### src/rtl/chk_window_pkg.sv
// Shared types and checker bit positions for the checker qualify-window generator.
package chk_window_pkg;

  // Checker-3 arming FSM; encoding is visible on the debug state output.
  typedef enum logic [1:0] {
    WAIT_VS = 2'd0,
    GUARD   = 2'd1,
    RUN     = 2'd2
  } state_e;

  // Only this enable-vector width is supported by the bit map below.
  localparam int NUM_CHK_REQ = 32'd9;

  // Enable bit index k drives checker ID k+1.
  localparam int CHK_VSO   = 32'd0;  // post-scale vsync checker
  localparam int CHK_APB   = 32'd1;  // APB / input vsync checker
  localparam int CHK_VSI   = 32'd2;  // input vsync checker, needs guard
  localparam int CHK_CS    = 32'd3;  // any-SRAM-selected checker
  localparam int CHK_SRAM1 = 32'd4;  // SRAM1 write checker
  localparam int CHK_SRAM2 = 32'd5;  // SRAM2 write checker
  localparam int CHK_SRAM3 = 32'd6;  // SRAM3 write checker
  localparam int CHK_SRAM4 = 32'd7;  // SRAM4 write checker
  localparam int CHK_MUX   = 32'd8;  // scaler mode mux checker

endpackage

### src/rtl/chk_stable_det.sv
// Change detector with a saturating run-length counter. "stable" rises once
// the watched value has been unchanged for STABLE_CNT consecutive cycles;
// "qualified" additionally drops in the very cycle a change is observed so a
// downstream register can react without waiting for stable to clear.
module chk_stable_det #(
  parameter int WIDTH      = 1,
  parameter int STABLE_CNT = 10
) (
  input  logic             clk,
  input  logic             rst,
  input  logic [WIDTH-1:0] value,
  output logic             stable,
  output logic             qualified
);

  localparam int            CW      = $clog2(STABLE_CNT + 1);
  localparam logic [CW-1:0] CNT_MAX = CW'(STABLE_CNT);
  localparam logic [CW-1:0] CNT_INC = CW'(32'd1);

  logic [WIDTH-1:0] prev_r;
  logic [CW-1:0]    cnt_r;
  logic             stable_r;
  logic             change_s;
  logic [CW-1:0]    cnt_nxt_s;
  logic             stable_nxt_s;

  // Compare against last cycle's value and compute the next run length.
  always_comb begin
    change_s     = (value != prev_r);
    cnt_nxt_s    = cnt_r;
    stable_nxt_s = stable_r;
    if (change_s) begin
      cnt_nxt_s    = {CW{1'b0}};
      stable_nxt_s = 1'b0;
    end else begin
      if (cnt_r == CNT_MAX) begin
        cnt_nxt_s = cnt_r;
      end else begin
        cnt_nxt_s = cnt_r + CNT_INC;
      end
      stable_nxt_s = (cnt_nxt_s == CNT_MAX);
    end
  end

  // Hold previous value, run-length counter and stable flag.
  always_ff @(posedge clk) begin
    if (rst) begin
      prev_r   <= {WIDTH{1'b0}};
      cnt_r    <= {CW{1'b0}};
      stable_r <= 1'b0;
    end else begin
      prev_r   <= value;
      cnt_r    <= cnt_nxt_s;
      stable_r <= stable_nxt_s;
    end
  end

  assign stable    = stable_r;
  assign qualified = stable_r & ~change_s;

endmodule

### src/rtl/chk_window_gen.sv
// Per-checker qualify-enable generator: turns video sync, APB, SRAM and
// scaler-mode activity into one registered enable bit per assertion checker.
module chk_window_gen
  import chk_window_pkg::*;
#(
  parameter int NUM_CHK    = 9,
  parameter int VS_GUARD   = 3,
  parameter int STABLE_CNT = 10,
  parameter int APB_HOLD   = 2
) (
  input  logic               I_CLK,
  input  logic               I_RST,
  input  logic [NUM_CHK-1:0] I_WAIVE,
  input  logic               I_VSYNC_IN,
  input  logic               I_VSYNC_SCALE,
  input  logic               I_PSEL,
  input  logic               I_PEN,
  input  logic [3:0]         I_CS,
  input  logic [3:0]         I_WE,
  input  logic               I_MIRROR_MODE,
  input  logic               I_BLUR_MODE,
  output logic [NUM_CHK-1:0] O_CHK_EN,
  output logic [1:0]         O_STATE,
  output logic               O_MODE_STABLE
);

  localparam int            GW        = $clog2(VS_GUARD + 1);
  localparam logic [GW-1:0] GUARD_MAX = GW'(VS_GUARD);
  localparam logic [GW-1:0] GUARD_INC = GW'(32'd1);
  localparam int            HW        = $clog2(APB_HOLD + 1);
  localparam logic [HW-1:0] HOLD_MAX  = HW'(APB_HOLD);
  localparam logic [HW-1:0] HOLD_DEC  = HW'(32'd1);

  // The enable bit map is fixed; any other width is a configuration error.
  if (NUM_CHK != NUM_CHK_REQ) begin : g_bad_num_chk
    $error("chk_window_gen: NUM_CHK must be 9");
  end

  logic               vs_seen_r;
  logic               vss_seen_r;
  state_e             state_r;
  state_e             state_nxt_s;
  logic [GW-1:0]      guard_cnt_r;
  logic [GW-1:0]      guard_cnt_nxt_s;
  logic               apb_act_s;
  logic [HW-1:0]      apb_hold_r;
  logic               scaler_on_s;
  logic               mode_stable_s;
  logic               mode_qual_s;
  logic [NUM_CHK-1:0] raw_en_s;
  logic [NUM_CHK-1:0] chk_en_r;

  assign apb_act_s   = I_PSEL & I_PEN;
  assign scaler_on_s = I_MIRROR_MODE | I_BLUR_MODE;

  // Sticky "sync has been seen at least once" flags.
  always_ff @(posedge I_CLK) begin
    if (I_RST) begin
      vs_seen_r  <= 1'b0;
      vss_seen_r <= 1'b0;
    end else begin
      vs_seen_r  <= vs_seen_r | I_VSYNC_IN;
      vss_seen_r <= vss_seen_r | I_VSYNC_SCALE;
    end
  end

  // Arming FSM next state: a vsync seen during GUARD is ignored on purpose,
  // so the guard window is a fixed length from the first vsync.
  always_comb begin
    state_nxt_s     = state_r;
    guard_cnt_nxt_s = guard_cnt_r;
    case (state_r)
      WAIT_VS: begin
        guard_cnt_nxt_s = {GW{1'b0}};
        if (I_VSYNC_IN) begin
          state_nxt_s = GUARD;
        end else begin
          state_nxt_s = WAIT_VS;
        end
      end
      GUARD: begin
        guard_cnt_nxt_s = guard_cnt_r + GUARD_INC;
        if (guard_cnt_nxt_s == GUARD_MAX) begin
          state_nxt_s = RUN;
        end else begin
          state_nxt_s = GUARD;
        end
      end
      RUN: begin
        state_nxt_s     = RUN;
        guard_cnt_nxt_s = guard_cnt_r;
      end
      default: begin
        state_nxt_s     = WAIT_VS;
        guard_cnt_nxt_s = {GW{1'b0}};
      end
    endcase
  end

  // Arming FSM state and guard counter registers.
  always_ff @(posedge I_CLK) begin
    if (I_RST) begin
      state_r     <= WAIT_VS;
      guard_cnt_r <= {GW{1'b0}};
    end else begin
      state_r     <= state_nxt_s;
      guard_cnt_r <= guard_cnt_nxt_s;
    end
  end

  // APB tail: reload on every access cycle, then count down to zero.
  always_ff @(posedge I_CLK) begin
    if (I_RST) begin
      apb_hold_r <= {HW{1'b0}};
    end else if (apb_act_s) begin
      apb_hold_r <= HOLD_MAX;
    end else if (apb_hold_r != {HW{1'b0}}) begin
      apb_hold_r <= apb_hold_r - HOLD_DEC;
    end else begin
      apb_hold_r <= apb_hold_r;
    end
  end

  chk_stable_det #(
    .WIDTH      (1),
    .STABLE_CNT (STABLE_CNT)
  ) u_mode_det (
    .clk       (I_CLK),
    .rst       (I_RST),
    .value     (scaler_on_s),
    .stable    (mode_stable_s),
    .qualified (mode_qual_s)
  );

  // Raw enable conditions; every off-condition and the waiver mask win.
  always_comb begin
    raw_en_s            = {NUM_CHK{1'b0}};
    raw_en_s[CHK_VSO]   = vss_seen_r & ~I_VSYNC_SCALE;
    raw_en_s[CHK_APB]   = vs_seen_r & ~apb_act_s & (apb_hold_r == {HW{1'b0}}) & ~I_VSYNC_IN;
    raw_en_s[CHK_VSI]   = (state_r == RUN) & ~I_VSYNC_IN;
    raw_en_s[CHK_CS]    = ~|I_CS;
    raw_en_s[CHK_SRAM1] = ~(I_CS[0] & I_WE[0]);
    raw_en_s[CHK_SRAM2] = ~(I_CS[1] & I_WE[1]);
    raw_en_s[CHK_SRAM3] = ~(I_CS[2] & I_WE[2]);
    raw_en_s[CHK_SRAM4] = ~(I_CS[3] & I_WE[3]);
    raw_en_s[CHK_MUX]   = mode_qual_s;
    raw_en_s            = raw_en_s & ~I_WAIVE;
  end

  // Register the enables so downstream sees a clean one-cycle-late view.
  always_ff @(posedge I_CLK) begin
    if (I_RST) begin
      chk_en_r <= {NUM_CHK{1'b0}};
    end else begin
      chk_en_r <= raw_en_s;
    end
  end

  assign O_CHK_EN      = chk_en_r;
  assign O_STATE       = state_r;
  assign O_MODE_STABLE = mode_stable_s;

endmodule

### config.mk
export PLATFORM = sky130hd
export DESIGN_NAME = chk_window_gen
export DESIGN_NICKNAME = d
export VERILOG_FILES = /design/src/rtl/chk_window_pkg.sv /design/src/rtl/chk_stable_det.sv /design/src/rtl/chk_window_gen.sv
export SDC_FILE = /design/constraint.sdc
export NUM_CORES = 1
export LEC_CHECK = 0
export ABC_CLOCK_PERIOD_IN_PS = 1410
export CAP_MARGIN = 20
export CORE_MARGIN = 5
export CORE_UTILIZATION = 40
export DETAILED_ROUTE_END_ITERATION = 16
export DONT_BUFFER_PORTS = 1
export GPL_TIMING_DRIVEN = 0
export PLACE_DENSITY = 0.6
export RECOVER_POWER = 50
export SLEW_MARGIN = 20
export SYNTH_ARGS = -nofsm -noshare
export SYNTH_HDL_FRONTEND = slang
export SYNTH_SLANG_ARGS = --single-unit
### constraint.sdc
create_clock -name I_CLK -period 1.41 [get_ports I_CLK]
set_clock_uncertainty 0.1 [all_clocks]
set_input_delay 0.282 -clock I_CLK [delete_from_list [all_inputs] [get_ports I_CLK]]
set_output_delay 0.282 -clock I_CLK [all_outputs]
set_load 0.005 [all_outputs]
==> results.yml <==
status:
  status: "finished, violations left"
  violations: "negative setup slack"
sta:
  fin_hold_ws_ns: 0.0423
  min_period_ns: 1.41
  setup_ws_ns: -0.00397
  rsz0062_at_grt: "true"
  setup_viol: 1
  slew_headroom_pct: 68.6
  worstMarginPinSlew_ns: 0.471
  max_clock_freq_mhz: 707
  slew_violations: 0
  hold_viol: 0
  period_share_pct: 100
floorplan:
  design.die.area_um2: 3220
  die_x_um: 56.7
  die_y_um: 56.7
  fp-row-count: 17
  initial_core_util_pct: 40.7
  io_pins: 37
  core_um2: 2150
critical_path:
  critPathKind: "in2reg"
  arrival_ns: 1.57
  path_max_fanout: 9
  critPathCaptureType: "flop"
  start_kind: "input pin"
  cp_data_required_time_ns: 1.57
routing:
  drt-vias-per-instance: 4.96
  routed_wl_um: 2100
  drc: 0
  firstDrtPassIters: 4
  vias: 680
  drtAntennaViolNets: 0
  drt_iter0_drc: 14
  wire_per_inst_um: 15.4
finish:
  antennaDiodeCount: 0
  syn_to_final_growth_pct: 39.7
  fin_cells: 137
  nNetsFinal: 138
  final-seq-area_um2: 465
  multi_input_comb_area_um2: 447
  drive_gt1_share_pct: 16.5
  fillCellCount: 193
global_routing:
  antenna_found_initial: 0
  track_usage_pct: 12.6
  grt_max_degree: 13
  grt_pass1_wl_um: 3190
  grt_pass1_vias: 741
  grt_overflow: 0
cts:
  clock_path_buffers: 2
  cts_sinks: 23
  clk_pin_slew_worst_paths_ns: 0.12
  clk_latency_ns: 0.30
  cts_tree: "yes"
  root_buffer: "clkbuf_4"
  cts_max_level: 1
  cts_inserted_buffers: 3
logic_synthesis:
  yosys.cell_types.count: 29
  ys_top_cells_by_area: "dfxtp_1 53%, nor2_1 6.4%, ha_1 4.3%, a211oi_1 3.4%, a2111oi_4 3.2%"
  synth_edf_count: 0
  syn_inst: 83
  synth_area_leader_cell: "dfxtp_1"
  synth_seq_cells: 23
  syn-mean-instance-area_um2: 10.5
  ys_seq_area_share_pct: 52.7
  async_reset_ff_share_pct: 0
  netlist_area_um2: 873
  synth_flop_cell: "dfxtp_1"
  yosysWarningCount: 0
  syn-num-nets: 111
  synth_top_area_share_pct: 52.7
pwr:
  ir_drop_v: 0.000587
  leakage_nw: 0.464
  p_per_area_nw_per_um2: 918
placement:
  io_buffers: 0
  gp_congestion: 0.671
  post-place-cells: 111
  dp_hpwl_um: 1270
worst_hold_path:
  hp-class: "in2reg"
run:
  maxCapViolations: 0
==> critical path, stage by stage <==
cell           delay, ns
buf_2               0.17
or4_4               0.45
nor3_4              0.12
dlygate4sd3_1       0.55
==> sequential cells by signal, summed over array words and instances (netlist names) <==
name / flops
u_mode_det.prev_r: 1
O_STATE: 2
vs_seen_r: 1
O_CHK_EN: 9
apb_hold_r: 2
guard_cnt_r: 2
u_mode_det.cnt_r: 4
u_mode_det.stable: 1
vss_seen_r: 1
==> layer usage <==
layer	routed length, um	GRT usage (%)
met1	819	13.1
met2	1170	23.6
met3	97	2.99
met4	14	5.08
met5	0	0
==> synth_stat cells (2+ instances only) <==
master	instances
dfxtp_1	23
nor2_1	15
a211oi_1	4
inv_1	4
ha_1	3
nor3_1	3
nor4b_1	3
a21oi_1	2
a22oi_1	2
mux2i_1	2
nand3_1	2
nor2b_1	2
xor2_1	2
==> final cells by class <==
type,instances,share of cell area (%)
plain buffers,2,0.718
clock buffers,4,2.15
inverters,4,1.44
multi-input cells,54,36.6
flip-flops and latches,23,38.2
well taps,28,2.87
repair buffers,22,18.1
==> through the flow <==
stage | util, % | worst slack [ns] | power [mW] | setup TNS [ns] | instance area [um2]
after floorplan | - | 0.00633 | 0.760 | 0 | 883
after global placement | 42.7 | -0.0678 | 0.772 | -0.0678 | 918
after detailed placement | 42.7 | -0.0788 | 0.775 | -0.0788 | 918
after CTS | 54.4 | 0.0119 | 1.12 | 0 | 1170
after global routing | 56.8 | -0.0413 | 1.17 | -0.0717 | 1220
final | 56.8 | -0.00397 | 1.12 | -0.00397 | 1220
==> power by group <==
part           internal [mW]  total, mW  leakage [nW]  switching (mW)
clock network          0.110      0.295        0.0150           0.185
logic                 0.0771      0.133         0.260          0.0559
registers              0.673      0.692         0.189          0.0191
total                  0.860       1.12         0.464           0.260
==> repair_timing <==
action	4_1_cts	5_1_grt
setup buffers	0	1
endpoints found under the hold margin	12	0
hold buffers	21	0
resized for setup	3	9
pin swaps	3	1
endpoints found under the setup margin	1	2
==> final timing paths <==
check | endpoint | start | slack, ns | depth (start not counted)
max reg2reg | u_mode_det.stable | u_mode_det.cnt_r[0] | 0.04 | 5
min | O_CHK_EN[1] | I_VSYNC_IN | 0.04 | 2
max | O_CHK_EN[3] | I_RST | -0.004 | 4
min reg2reg | vs_seen_r | vs_seen_r | 0.38 | 2
==> logic make-up (layout without fill, tap and decap cells) <==
logic type / count (synthesis) / count (layout) / share of synthesized area, %
mux: 2 / 2 / 2.29
xor+xnor: 3 / 3 / 3.01
simple gates: 34 / 34 / 22.3
fa+ha+maj: 3 / 3 / 4.30
buf+inv: 6 / 32 / 2.72
compound gates: 12 / 12 / 12.6
flops: 23 / 23 / 52.7
==> layout by cell type, fill, tap and decap left out, drive strengths merged, types with 2 or more instances in the layout <==
master       synthesis  routed
a21o                 2       2
nand3                2       2
buf                  2       2
nor2                15      15
dlygate4sd3          0      20
xor2                 2       2
nor3                 3       3
a211oi               4       4
a21oi                2       2
nor4b                3       3
nor2b                2       2
nor3b                2       2
inv                  4       4
dfxtp               23      23
a22oi                2       2
mux2i                2       2
ha                   3       3
clkbuf               0       5
Note: power is estimated with default switching activity, not from simulation.
==> RTL change 1, RTL diff (same flow settings) <==
Put one more register stage on the output `O_CHK_EN`, cleared by the reset. The value now appears one clock later. The other outputs are not delayed to match.
--- a/src/rtl/chk_window_gen.sv
+++ b/src/rtl/chk_window_gen.sv
@@ -157,5 +157,11 @@
   end
 
-  assign O_CHK_EN      = chk_en_r;
+  always_ff @(posedge I_CLK) begin
+    if (I_RST) begin
+      O_CHK_EN <= '0;
+    end else begin
+      O_CHK_EN <= chk_en_r;
+    end
+  end
   assign O_STATE       = state_r;
   assign O_MODE_STABLE = mode_stable_s;
Formal check against the unedited RTL: not equivalent (a bounded check fails within 4 cycles, from zero or initial values and one cycle with I_RST high).
==> RTL change 1 against the original RTL <==
Sequential cell count is 9 higher. Total power is 43% higher. Final area is 20% higher. Clock power is 78% higher. Worst hold slack worse by 26 ps. Setup slack better by 29 ps. Area after synthesis is 25% higher. Wire length is 7.8% higher. Critical endpoint is now u_mode_det.stable. Largest cell class unchanged.
==> RTL change 1: results (changes against the original RTL) <==
[placement]
dpl_cell_area_um2 = 1140  ; was 918 µm²
gp_congestion = 0.721  ; was 0.671
placed_cells = 131  ; was 111

[global_routing]
grt_pass1_wl_um = 3890  ; was 3190 µm
grt_pass1_vias = 852  ; was 741
grt.total_usage = 0.128  ; was 0.126
met3_usage = 0.0685  ; was 0.0299
use_met2 = 0.210  ; was 0.236

[power]
p_leak_uw = 0.000545  ; was 0.000464 µW
irDropWorstVdd_uv = 689  ; was 587 µV
p_total_uw = 1600  ; was 1120 µW

[setup_path]
worstPathArrival_ps = 1520  ; was 1570 ps
crit_path_max_fanout = 3  ; was 9

[clock_network]
clk_latency_ps = 320  ; was 300 ps
ctsResizeCount = 8  ; was 3
htree_num_levels = 2  ; was 1

[synthesis]
synthMuxAreaShare = 0.0183  ; was 0.0229
synth_compound_area_frac = 0.105  ; was 0.126
synth.top_cells.by_count = 32 x dfxtp_1, 13 x nor2_1, 11 x nor2b_1  ; was 23 x dfxtp_1, 15 x nor2_1, 4 x a211oi_1, 4 x inv_1
synth.area.top_cells = dfxtp_1 59%, nor2b_1 6.3%, nor2_1 4.5%  ; was dfxtp_1 53%, nor2_1 6.4%, ha_1 4.3%

[drt]
dr_wl_met2_um = 1100  ; was 1170 µm
met1Wirelength_um = 901  ; was 819 µm
post_drt_wl_per_cell_um = 14.1  ; was 15.4 µm
vias = 827  ; was 680

[run_status]
status = finished clean  ; was finished with violations

RTL change 1: cell count changes after synthesis, sizes merged, moves of 2 or more:
cell | unedited run | this run
a2111oi | 1 | 3
buf | 2 | 0
clkbuf | 0 | 3
dfxtp | 23 | 32
nor2 | 15 | 13
nor2b | 2 | 11
RTL change 1: final cells by class:
class	instances	area (µm²)	share of cell area
clock buffer	8	58.8	0.0402
timing repair buffer	22	218	0.149
sequential	32	646	0.441
multi-input combinational	60	469	0.321
buffer	3	11.3	0.00770
inverter	5	21.3	0.0145
tap	31	38.8	0.0265
RTL change 1: worst paths after layout:
kind / from / endpoint / slack, ps / cells past startpoint
setup / recovery: u_mode_det.cnt_r[0] / u_mode_det.stable / 20 / 5
hold / removal: I_PEN / apb_hold_r[1] / 20 / 2
setup reg to reg: u_mode_det.cnt_r[0] / u_mode_det.stable / 20 / 5
hold reg to reg: chk_en_r[2] / O_CHK_EN[2] / 340 / 1
==> RTL change 2, RTL diff (same flow settings) <==
Without the edit above. `STABLE_CNT` is set to 10 in 2 places; all go to 20.
--- a/src/rtl/chk_stable_det.sv
+++ b/src/rtl/chk_stable_det.sv
@@ -5,5 +5,5 @@
 module chk_stable_det #(
   parameter int WIDTH      = 1,
-  parameter int STABLE_CNT = 10
+  parameter int STABLE_CNT = 20
 ) (
   input  logic             clk,
--- a/src/rtl/chk_window_gen.sv
+++ b/src/rtl/chk_window_gen.sv
@@ -6,5 +6,5 @@
   parameter int NUM_CHK    = 9,
   parameter int VS_GUARD   = 3,
-  parameter int STABLE_CNT = 10,
+  parameter int STABLE_CNT = 20,
   parameter int APB_HOLD   = 2
 ) (
Formal check against the unedited RTL: same outputs for any inputs over 10 cycles, from zero or initial values and one cycle with I_RST high; that may be too few to reach the edited logic, so the function may still have changed.
==> RTL change 2 against the original RTL <==
The flow still finishes with violations (setup timing). Largest cell class unchanged. Setup slack got worse by 37 ps. Global-route usage up 0.51 points. Final area decreased by 0.10%. Wire length unchanged. Largest power group unchanged. Critical path depth rose by 1. Area after synthesis is the same. Total power rose by 19%. Highest routed layer unchanged. Critical endpoint is now u_mode_det.stable. Sequential cell count up 1.
==> RTL change 2: results (changes against the original RTL) <==
[synthesis]
ys_seq_area_frac = 0.550  ; was 0.527
synth_compound_area_frac = 0.120  ; was 0.126
synth_nets = 116  ; was 111
synth-xor-area-share = 0.0201  ; was 0.0301
synth.top_cells.by_count = 24 x dfxtp_1, 16 x nor2_1, 6 x inv_1  ; was 23 x dfxtp_1, 15 x nor2_1, 4 x a211oi_1, 4 x inv_1

[final_layout]
num-fill-cells = 189  ; was 193
drive_above_1_share = 0.148  ; was 0.165

[sta]
setup_viol = 1  ; unchanged
setup_ws_ps = -40.6  ; was -3.97 ps
tightest_slew_ps = 474  ; was 471 ps
timing.setup.tns_ps = -40.6  ; was -3.97 ps
holdWs_ps = 20.9  ; was 42.3 ps

[setup_path]
worstPathArrival_ps = 1600  ; was 1570 ps
crit_path_max_fanout = 3  ; was 9
path_delay_family = simple AND/OR/NAND/NOR gates  ; was buffers and inverters
r2r_slack_ps = -40  ; was 40 ps

[power]
p_sw_frac = 0.205  ; was 0.232
p_leak_uw = 0.000455  ; was 0.000464 µW

[placement]
dp_hpwl_um = 1250  ; was 1270 µm
gp_congestion = 0.746  ; was 0.671

[global_routing]
grt_start_max_net_pins = 15  ; was 13
use_met2 = 0.246  ; was 0.236
grt_pass1_vias = 748  ; was 741
met3_usage = 0.0322  ; was 0.0299
grt.total_usage = 0.131  ; was 0.126
grt_pass1_wl_um = 3320  ; was 3190 µm

[clock_network]
clkTransAtPathRegs_ps = 140  ; was 120 ps
ctsResizeCount = 4  ; was 3
postCtsSetupBuffers = 2  ; was 0

[run_status]
violations = setup timing  ; unchanged
status = finished with violations  ; unchanged

[drt]
wl_met3_um = 85  ; was 97 µm

## RTL change 2: power groups by stage
stage	clock network (µW)	registers, µW	logic (µW)
2_1_floorplan	0	728	49.0
3_3_place_gp	0	731	58.2
3_5_place_dp	0	732	61.0
4_1_cts	501	718	117
5_1_grt	535	722	138
6_report	492	718	126
## RTL change 2: layout make-up
cell class                      instances  area (µm²)  area share
Inverter                                6        22.5      0.0185
Multi-Input combinational cell         56         392       0.321
Timing Repair Buffer                   23         225       0.185
Sequential cell                        24         484       0.397
Buffer                                  2        7.51     0.00616
Clock inverter                          1        30.0      0.0246
Clock buffer                            3        22.5      0.0185
Tap cell                               28        35.0      0.0287
## RTL change 2: worst reg2reg max path, cell delays in order, from the launching register on
cell and delay, ps:
dfxtp_2 380, ha_2 200, nand3_1 80, xor2_1 160, or3_1 380, nor3_2 100
## RTL change 2: worst paths after layout
check | start | endpoint | depth (start not counted)
setup / recovery | u_mode_det.cnt_r[0] | u_mode_det.stable | 5
hold / removal | I_WAIVE[3] | O_CHK_EN[3] | 2
setup reg to reg | u_mode_det.cnt_r[0] | u_mode_det.stable | 5
hold reg to reg | apb_hold_r[1] | apb_hold_r[0] | 2
## RTL change 2: cell families after synthesis
| logic type | after synthesis |
|---|---|
| AND/OR/NAND/NOR | 34 |
| adder cells (fa/ha/maj) | 3 |
| flip-flops | 24 |
| XOR/XNOR | 2 |
| multiplexers | 2 |
| buffers and inverters | 8 |
| AO/OA/AOI/OAI | 15 |
## RTL change 2: metrics by stage
step           utilization  area [µm²]  instances
2_1_floorplan            -         876         88
3_3_place_gp         0.424         911        116
3_5_place_dp         0.424         911        116
4_1_cts              0.556        1190        142
5_1_grt              0.567        1220        143
6_report             0.567        1220        143
